$ cat config.mk
export PLATFORM = sky130hd
export DESIGN_NAME = mem_wb_stage
export DESIGN_NICKNAME = d
export VERILOG_FILES = /design/src/rtl/mem_wb_stage.sv
export SDC_FILE = /design/constraint.sdc
export NUM_CORES = 1
export LEC_CHECK = 0
export CAP_MARGIN = 10
export CORE_AREA = 2 2 94 96
export CTS_BUF_LIST = sky130_fd_sc_hd__clkbuf_8 sky130_fd_sc_hd__clkbuf_16
export CTS_CLUSTER_DIAMETER = 40
export CTS_CLUSTER_SIZE = 12
export DETAILED_ROUTE_END_ITERATION = 10
export DIE_AREA = 0 0 96 98
export HOLD_SLACK_MARGIN = 0.05
export PLACE_DENSITY = 0.84
export SETUP_SLACK_MARGIN = 0.1
export SKIP_CTS_REPAIR_TIMING = 1
export SLEW_MARGIN = 20
export SYNTH_ARGS = -nofsm -noshare
export SYNTH_HDL_FRONTEND = slang
export SYNTH_SLANG_ARGS = --single-unit
$ cat constraint.sdc
create_clock -name clk -period 4.74 [get_ports clk]
set_clock_uncertainty 0.2 [all_clocks]
set_input_delay 0.711 -clock clk [delete_from_list [all_inputs] [get_ports clk]]
set_output_delay 0.711 -clock clk [all_outputs]
set_load 0.03 [all_outputs]
$ cat src/rtl/mem_wb_stage.sv
// MEM/WB pipeline register: formats load data, flags misaligned/illegal loads,
// and counts retired instructions. Every output comes straight from a flop.
module mem_wb_stage #(
   parameter int XLEN = 32,
   parameter int REGW = 5
) (
   input  logic            clk,
   input  logic            rst_n,
   input  logic            stall,
   input  logic            flush,
   input  logic            m_valid,
   input  logic [REGW-1:0] m_rd,
   input  logic            m_reg_write,
   input  logic            m_mem_to_reg,
   input  logic [2:0]      m_funct3,
   input  logic [XLEN-1:0] m_alu_result,
   input  logic [XLEN-1:0] m_read_data,
   output logic            w_valid,
   output logic [REGW-1:0] w_rd,
   output logic            w_reg_write,
   output logic [XLEN-1:0] w_data,
   output logic            w_misaligned,
   output logic            err_sticky,
   input  logic            clr_err,
   output logic [31:0]     retire_cnt
);

   logic            valid_q, valid_d;
   logic [REGW-1:0] rd_q, rd_d;
   logic            regWrite_q, regWrite_d;
   logic [XLEN-1:0] data_q, data_d;
   logic            misaligned_q, misaligned_d;
   logic            err_q, err_d;
   logic [31:0]     retire_cnt_q, retire_cnt_d;

   logic [1:0]      offset;
   logic            isLoad, misaligned, illegal, capture;
   logic [7:0]      loadByte;
   logic [15:0]     loadHalf;
   logic [XLEN-1:0] loadData;

   assign offset  = m_alu_result[1:0];
   assign isLoad  = m_valid & m_mem_to_reg;
   assign capture = ~flush & ~stall;

   // Load formatting; illegal funct3 values fall through to the raw word.
   always_comb begin
      loadByte   = m_read_data[8*offset +: 8];
      loadHalf   = m_read_data[16*offset[1] +: 16];
      misaligned = 1'b0;
      illegal    = 1'b0;
      loadData   = m_read_data;
      case (m_funct3)
         3'b000: loadData = {{(XLEN-8){loadByte[7]}}, loadByte};
         3'b001: begin
            loadData   = {{(XLEN-16){loadHalf[15]}}, loadHalf};
            misaligned = isLoad & offset[0];
         end
         3'b010: misaligned = isLoad & (offset != 2'b00);
         3'b100: loadData = {{(XLEN-8){1'b0}}, loadByte};
         3'b101: begin
            loadData   = {{(XLEN-16){1'b0}}, loadHalf};
            misaligned = isLoad & offset[0];
         end
         default: illegal = isLoad;
      endcase
   end

   // Next-state selection: flush beats stall beats a normal capture.
   always_comb begin
      valid_d      = valid_q;
      rd_d         = rd_q;
      regWrite_d   = regWrite_q;
      data_d       = data_q;
      misaligned_d = 1'b0;
      if (flush) begin
         valid_d    = 1'b0;
         regWrite_d = 1'b0;
      end else if (!stall) begin
         valid_d      = m_valid;
         rd_d         = m_rd;
         regWrite_d   = m_valid & m_reg_write & (m_rd != '0) & ~misaligned & ~illegal;
         data_d       = m_mem_to_reg ? loadData : m_alu_result;
         misaligned_d = misaligned;
      end
      err_d        = (capture & (misaligned | illegal)) | (err_q & ~clr_err);
      retire_cnt_d = retire_cnt_q + {31'd0, capture & m_valid};
   end

   always_ff @(posedge clk or negedge rst_n) begin
      if (!rst_n) begin
         valid_q      <= 1'b0;
         rd_q         <= '0;
         regWrite_q   <= 1'b0;
         data_q       <= '0;
         misaligned_q <= 1'b0;
         err_q        <= 1'b0;
         retire_cnt_q <= '0;
      end else begin
         valid_q      <= valid_d;
         rd_q         <= rd_d;
         regWrite_q   <= regWrite_d;
         data_q       <= data_d;
         misaligned_q <= misaligned_d;
         err_q        <= err_d;
         retire_cnt_q <= retire_cnt_d;
      end
   end

   assign w_valid      = valid_q;
   assign w_rd         = rd_q;
   assign w_reg_write  = regWrite_q;
   assign w_data       = data_q;
   assign w_misaligned = misaligned_q;
   assign err_sticky   = err_q;
   assign retire_cnt   = retire_cnt_q;

endmodule

# Word-level counts from Yosys, hierarchy flattened
# Index checks and enable logic that the tools add are counted.
dict set report totals {
  output_inout_bits 73
  input_bits 80
  ff_bits 73
  wordCells 49
}
dict set report op_classes {
  eq_ne 5
  bitwise_logic 18
  mux 10
  reduce_logical 6
  n_addsub 1
  shift 2
}
# operator n
set op_table {}
lappend op_table {{$pmux 32 s4} 1}
lappend op_table {{$add 32x1->32} 1}
lappend op_table {{$mux 32} 1}
lappend op_table {{$shiftx 32x6->16} 1}
lappend op_table {{$shiftx 32x6->8} 1}
lappend op_table {{$and 1x1->1} 11}
lappend op_table {{$mux 1} 7}
lappend op_table {{$eq 3x3->1 const B} 2}
lappend op_table {{$not 1->1} 5}
lappend op_table {{$reduce_bool 5->1} 1}
lappend op_table {{$reduce_or 5->1} 1}
lappend op_table {{$eq 3x1->1 const B} 1}
lappend op_table {{$eq 3x2->1 const B} 1}
lappend op_table {{$logic_not 3->1} 1}
lappend op_table {{$ne 2x1->1 const B} 1}
lappend op_table {{$or 1x1->1} 2}
lappend op_table {{$pmux 1 s2} 1}
lappend op_table {{$reduce_and 2->1} 1}
lappend op_table {{$reduce_bool 2->1} 1}
lappend op_table {{$reduce_or 2->1} 1}

# Depth between registers and ports, before layout
dict set report logic_depth {
  word_depth 8
  ltp_mapped 8
  mapped_depth_nobuf 8
}

# Worst setup path before layout
# No wires, ideal clock.
dict set report synth_timing {
  path_kind {in2reg}
  startpoint {input port flush}
  endpoint {register retire_cnt_q[18] (netlist: retire_cnt[18])}
  stages 8
  path_slack_ns 2.235
  t_arrival_ns 2.224
  path_cell_list {nor2_1 -> and2_1 -> ha_1 -> ha_1 -> nand3_1 -> or4_1 -> nor2_1 -> xor2_1}
}
dict set report synth_between {
  elab_chain_len 4
}
# element line_no
set synth_rtl {}
lappend synth_rtl {{start: declaration} 10} ;# input logic flush,
lappend synth_rtl {{$not 1->1 (no line)} -}
lappend synth_rtl {{$and 1x1->1} 44} ;# assign capture = ~flush & ~stall;
lappend synth_rtl {{$and 1x1->1} 87} ;# retire_cnt_d = retire_cnt_q + {31'd0, capture & m_valid};
lappend synth_rtl {{$add 32x1->32} 87}
lappend synth_rtl {{net retire_cnt_d[18]} 34} ;# logic [31:0] retire_cnt_q, retire_cnt_d;
lappend synth_rtl {{end signal: assignment} 106} ;# retire_cnt_q <= retire_cnt_d;
lappend synth_rtl {{end: declaration} 34}
# The timed path passes the listed nets, and every way through them passes these cells.
# A chain may end at the register's enable or synchronous reset.

# Worst setup path in the final report
dict set report layout_timing {
  startpoint {input port stall}
  endpoint {register retire_cnt_q[16] (netlist: retire_cnt[16])}
}
dict set report layout_between {
  elab_chain_len 4
}
# element line_no
set layout_rtl {}
lappend layout_rtl {{start: declaration} 9} ;# input logic stall,
lappend layout_rtl {{$not 1->1 (no line)} -}
lappend layout_rtl {{$and 1x1->1} 44}
lappend layout_rtl {{$and 1x1->1} 87}
lappend layout_rtl {{$add 32x1->32} 87}
lappend layout_rtl {{net retire_cnt_d[16]} 34}
# The timed path passes the listed nets, and every way through them passes these cells.

==> reports/results.ini <==
[yosys]
synth-seq-cells = 73
yosysWarnings = 0
netlist-cell-type-count = 43
synth_nets = 472
synthCells = 390
yosysSeqAreaShare_pct = 47.8
synth_edf_count = 0
synth_area_mm2 = 0.00382
synthArstFlopShare_pct = 100
syn_area_per_cell_um2 = 9.79
ys.flop_type = dfrtp_1

[setup_path]
r2r-end = retire_cnt[16]
path_cells = clkdlybuf4s50_1 > nor2_2 > and2_1 > ha_1 > ha_1 > nand3_1 > nor3_1 > nand4_1 > xnor2_1
cp-start-kind = input port
crit_required_ns = 4.80
crit_arrival_ns = 2.96
slowest_stage = clkdlybuf4s50_1
end_kind = register
rrSetupSlack_ns = 2.67
crit_path_frequent_cell = ha_1
critical_path.top_delay_family = simple AND/OR/NAND/NOR gates
cp_num_cells = 9
crit_path_max_fanout = 4
cpPeakStageDelay_ns = 0.49
criticalPathCategory = in -> reg
cp-startpoint = stall
critPathBufInv = 1
crit_end = retire_cnt[16]
reg2regPathDepth = 6
reg2reg_from = retire_cnt[0]

[power_and_ir_drop]
power_uw = 1830
peakVddDrop_mv = 0.213
cellPowerDensity_mw_per_mm2 = 325
leakage_uw = 0.00229

[floorplan]
rows = 34
ios = 153
start_util_pct = 45.1
die_h_um = 98
die_w_um = 96
die_area_mm2 = 0.00941
core_mm2 = 0.00847

[place]
dpl_cell_area_mm2 = 0.00539
dp_cells = 628
gp_congestion = 0.926
dp_hpwl_mm = 8.45
port_buffers = 152

[timing]
setup_viol = 0
fin_tns_setup_ns = 0
period_needed_ns = 2.90
post-route-period-util_pct = 61.3
worst_pin_slew_ns = 0.948
rsz0062_at_grt = false
hold_viol = 0
maxSlewHeadroom_pct = 36.8
slew_viol_final = 0
max_clock_freq_mhz = 344

[job]
maxCapViolCount = 0

[global_route]
grt_max_degree = 74
antenna_found_initial = 0
grt_pass1_wl_mm = 18.6
grt_pass1_vias = 3687
grtUsageMet1_pct = 33.5
grt-busiest-layer = met2
met3_usage_pct = 7.33
grt.overflow.total = 0
grt_usage_pct = 25.6
gr-usage-met2_pct = 40.3

[layout]
synthToLayoutAreaGrowth_pct = 47.0
n_antenna_cell = 0
final_area_mm2 = 0.00562
fin_nets = 613
final_cells = 644
drive_above_1_share_pct = 5.41

[routing]
wirelength_mm = 11.7
via_count = 3754
viasPerCell = 5.83
ant_nets = 0
first_pass_iters = 4
post-route-drc-count = 0
post_drt_wl_per_cell_um = 18.2
first_iter_violations = 205

[clock_tree]
cts_buffer_depth = 2
cts-root-buf = clkbuf_8
clkSinkCount = 73
cts_tree = built
cts_buffers = 9
cts.clk_slew.worst_paths_ns = 0.08
worstSkewPairLatency_ns = 0.35
htree_levels = 3

[min_path]
min_path_type = in -> async

[outcome]
status = complete, no violations

[worst min-delay path by stage]
| stage | from | end | slack [ns] |
|---|---|---|---|
| after detailed placement | retire_cnt[31] | retire_cnt[31] | 0.28 |
| after CTS | retire_cnt[31] | retire_cnt[31] | 0.29 |
| final | rst_n | retire_cnt[28] | 0.30 |
| after floorplan | rst_n | err_sticky | 0.22 |
| after global routing | retire_cnt[31] | retire_cnt[31] | 0.32 |
| after global placement | w_rd[3] | w_rd[3] | 0.26 |
[cell usage in the layout (no fill, tap or decap), types with 9 or more instances in the layout]
master / instances
clkdlybuf4s50_1: 151
dfrtp_1: 73
nor2_1: 39
xnor2_1: 25
nand2_1: 23
a21oi_1: 22
o21ai_0: 21
mux2i_1: 16
a221oi_1: 14
nand4_1: 13
nand3_1: 11
a211oi_1: 11
nor2b_1: 9
a22o_1: 9
clkbuf_8: 9
[cells in the mapped netlist (all sizes together), types with 2 or more instances]
cell / instances / area share [%]
and3: 8 / 1.3
a22oi: 8 / 1.6
nor2: 40 / 3.9
nor3: 6 / 0.79
nand2: 23 / 2.3
nand4: 13 / 2.1
dfrtp: 73 / 48
clkbuf: 17 / 1.7
o21ai: 25 / 3.3
or3: 8 / 1.3
xnor2: 25 / 5.7
nand3: 11 / 1.4
and2: 3 / 0.49
and4: 3 / 0.69
nand4b: 2 / 0.46
a221oi: 14 / 3.2
or4: 3 / 0.59
buf: 9 / 1.3
mux2i: 16 / 4.2
inv: 5 / 0.49
a22o: 9 / 2.1
a211oi: 12 / 2.7
xor2: 5 / 1.1
nor3b: 2 / 0.39
a21oi: 22 / 2.9
ha: 2 / 0.65
nor2b: 9 / 1.5
or2: 2 / 0.39
o221ai: 7 / 1.6
[per-layer routing]
| layer | vias to the layer above | share of wire (%) |
|---|---|---|
| met3 | 26 | 9.9 |
| met2 | 214 | 48 |
| met1 | 1800 | 40 |
| li1 | 1714 | - |
| met5 | - | 0 |
| met4 | 0 | 2.3 |
[where the power goes]
group	total [µW]	switching (µW)	leakage, µW	internal (µW)
clock	544	248	0.000109	296
sequential	751	59.0	0.000909	692
combinational	530	292	0.00127	238
[stage by stage]
| stage | setup WS, ns | util (%) | hold WS [ns] |
|---|---|---|---|
| 3_3_place_gp | 1.66 | 63.7 | 0.260 |
| 2_1_floorplan | 2.24 | - | 0.215 |
| 3_5_place_dp | 1.51 | 63.7 | 0.276 |
| 6_report | 1.84 | 66.3 | 0.296 |
| 5_1_grt | 1.68 | 66.3 | 0.318 |
| 4_1_cts | 1.84 | 66.3 | 0.290 |
[worst register-to-register path, cell delays in order, from the launching register on]
cell and delay [ns]:
dfrtp_1 0.38, ha_1 0.21, ha_1 0.23, nand3_1 0.13, nor3_1 0.43, nand4_1 0.20
xnor2_1 0.22
[sequential cells by signal, indices dropped and copies added, names as in the netlist]
register      cells
retire_cnt       32
w_data           32
w_rd              5
w_misaligned      1
err_sticky        1
w_valid           1
w_reg_write       1
[layout make-up]
class,count,area [µm²]
clock buffer,9,124
timing repair buffer,156,1550
fill,676,2850
clock inverter,7,95.1
tap,108,135
inverter,5,18.8
multi-input combinational,286,1870
sequential,73,1830
[cells by family (layout without fill, tap and decap cells)]
group | count (synthesis) | in the layout | share of synthesized area (%)
multiplexers | 18 | 18 | 5.08
XOR/XNOR | 30 | 30 | 6.88
flip-flops | 73 | 73 | 47.8
AND/OR/NAND/NOR | 134 | 134 | 17.8
buffers and inverters | 31 | 177 | 3.47
AO/OA/AOI/OAI | 102 | 102 | 18.3
adder cells (fa/ha/maj) | 2 | 2 | 0.655
Power figures use the tool's default switching activity.
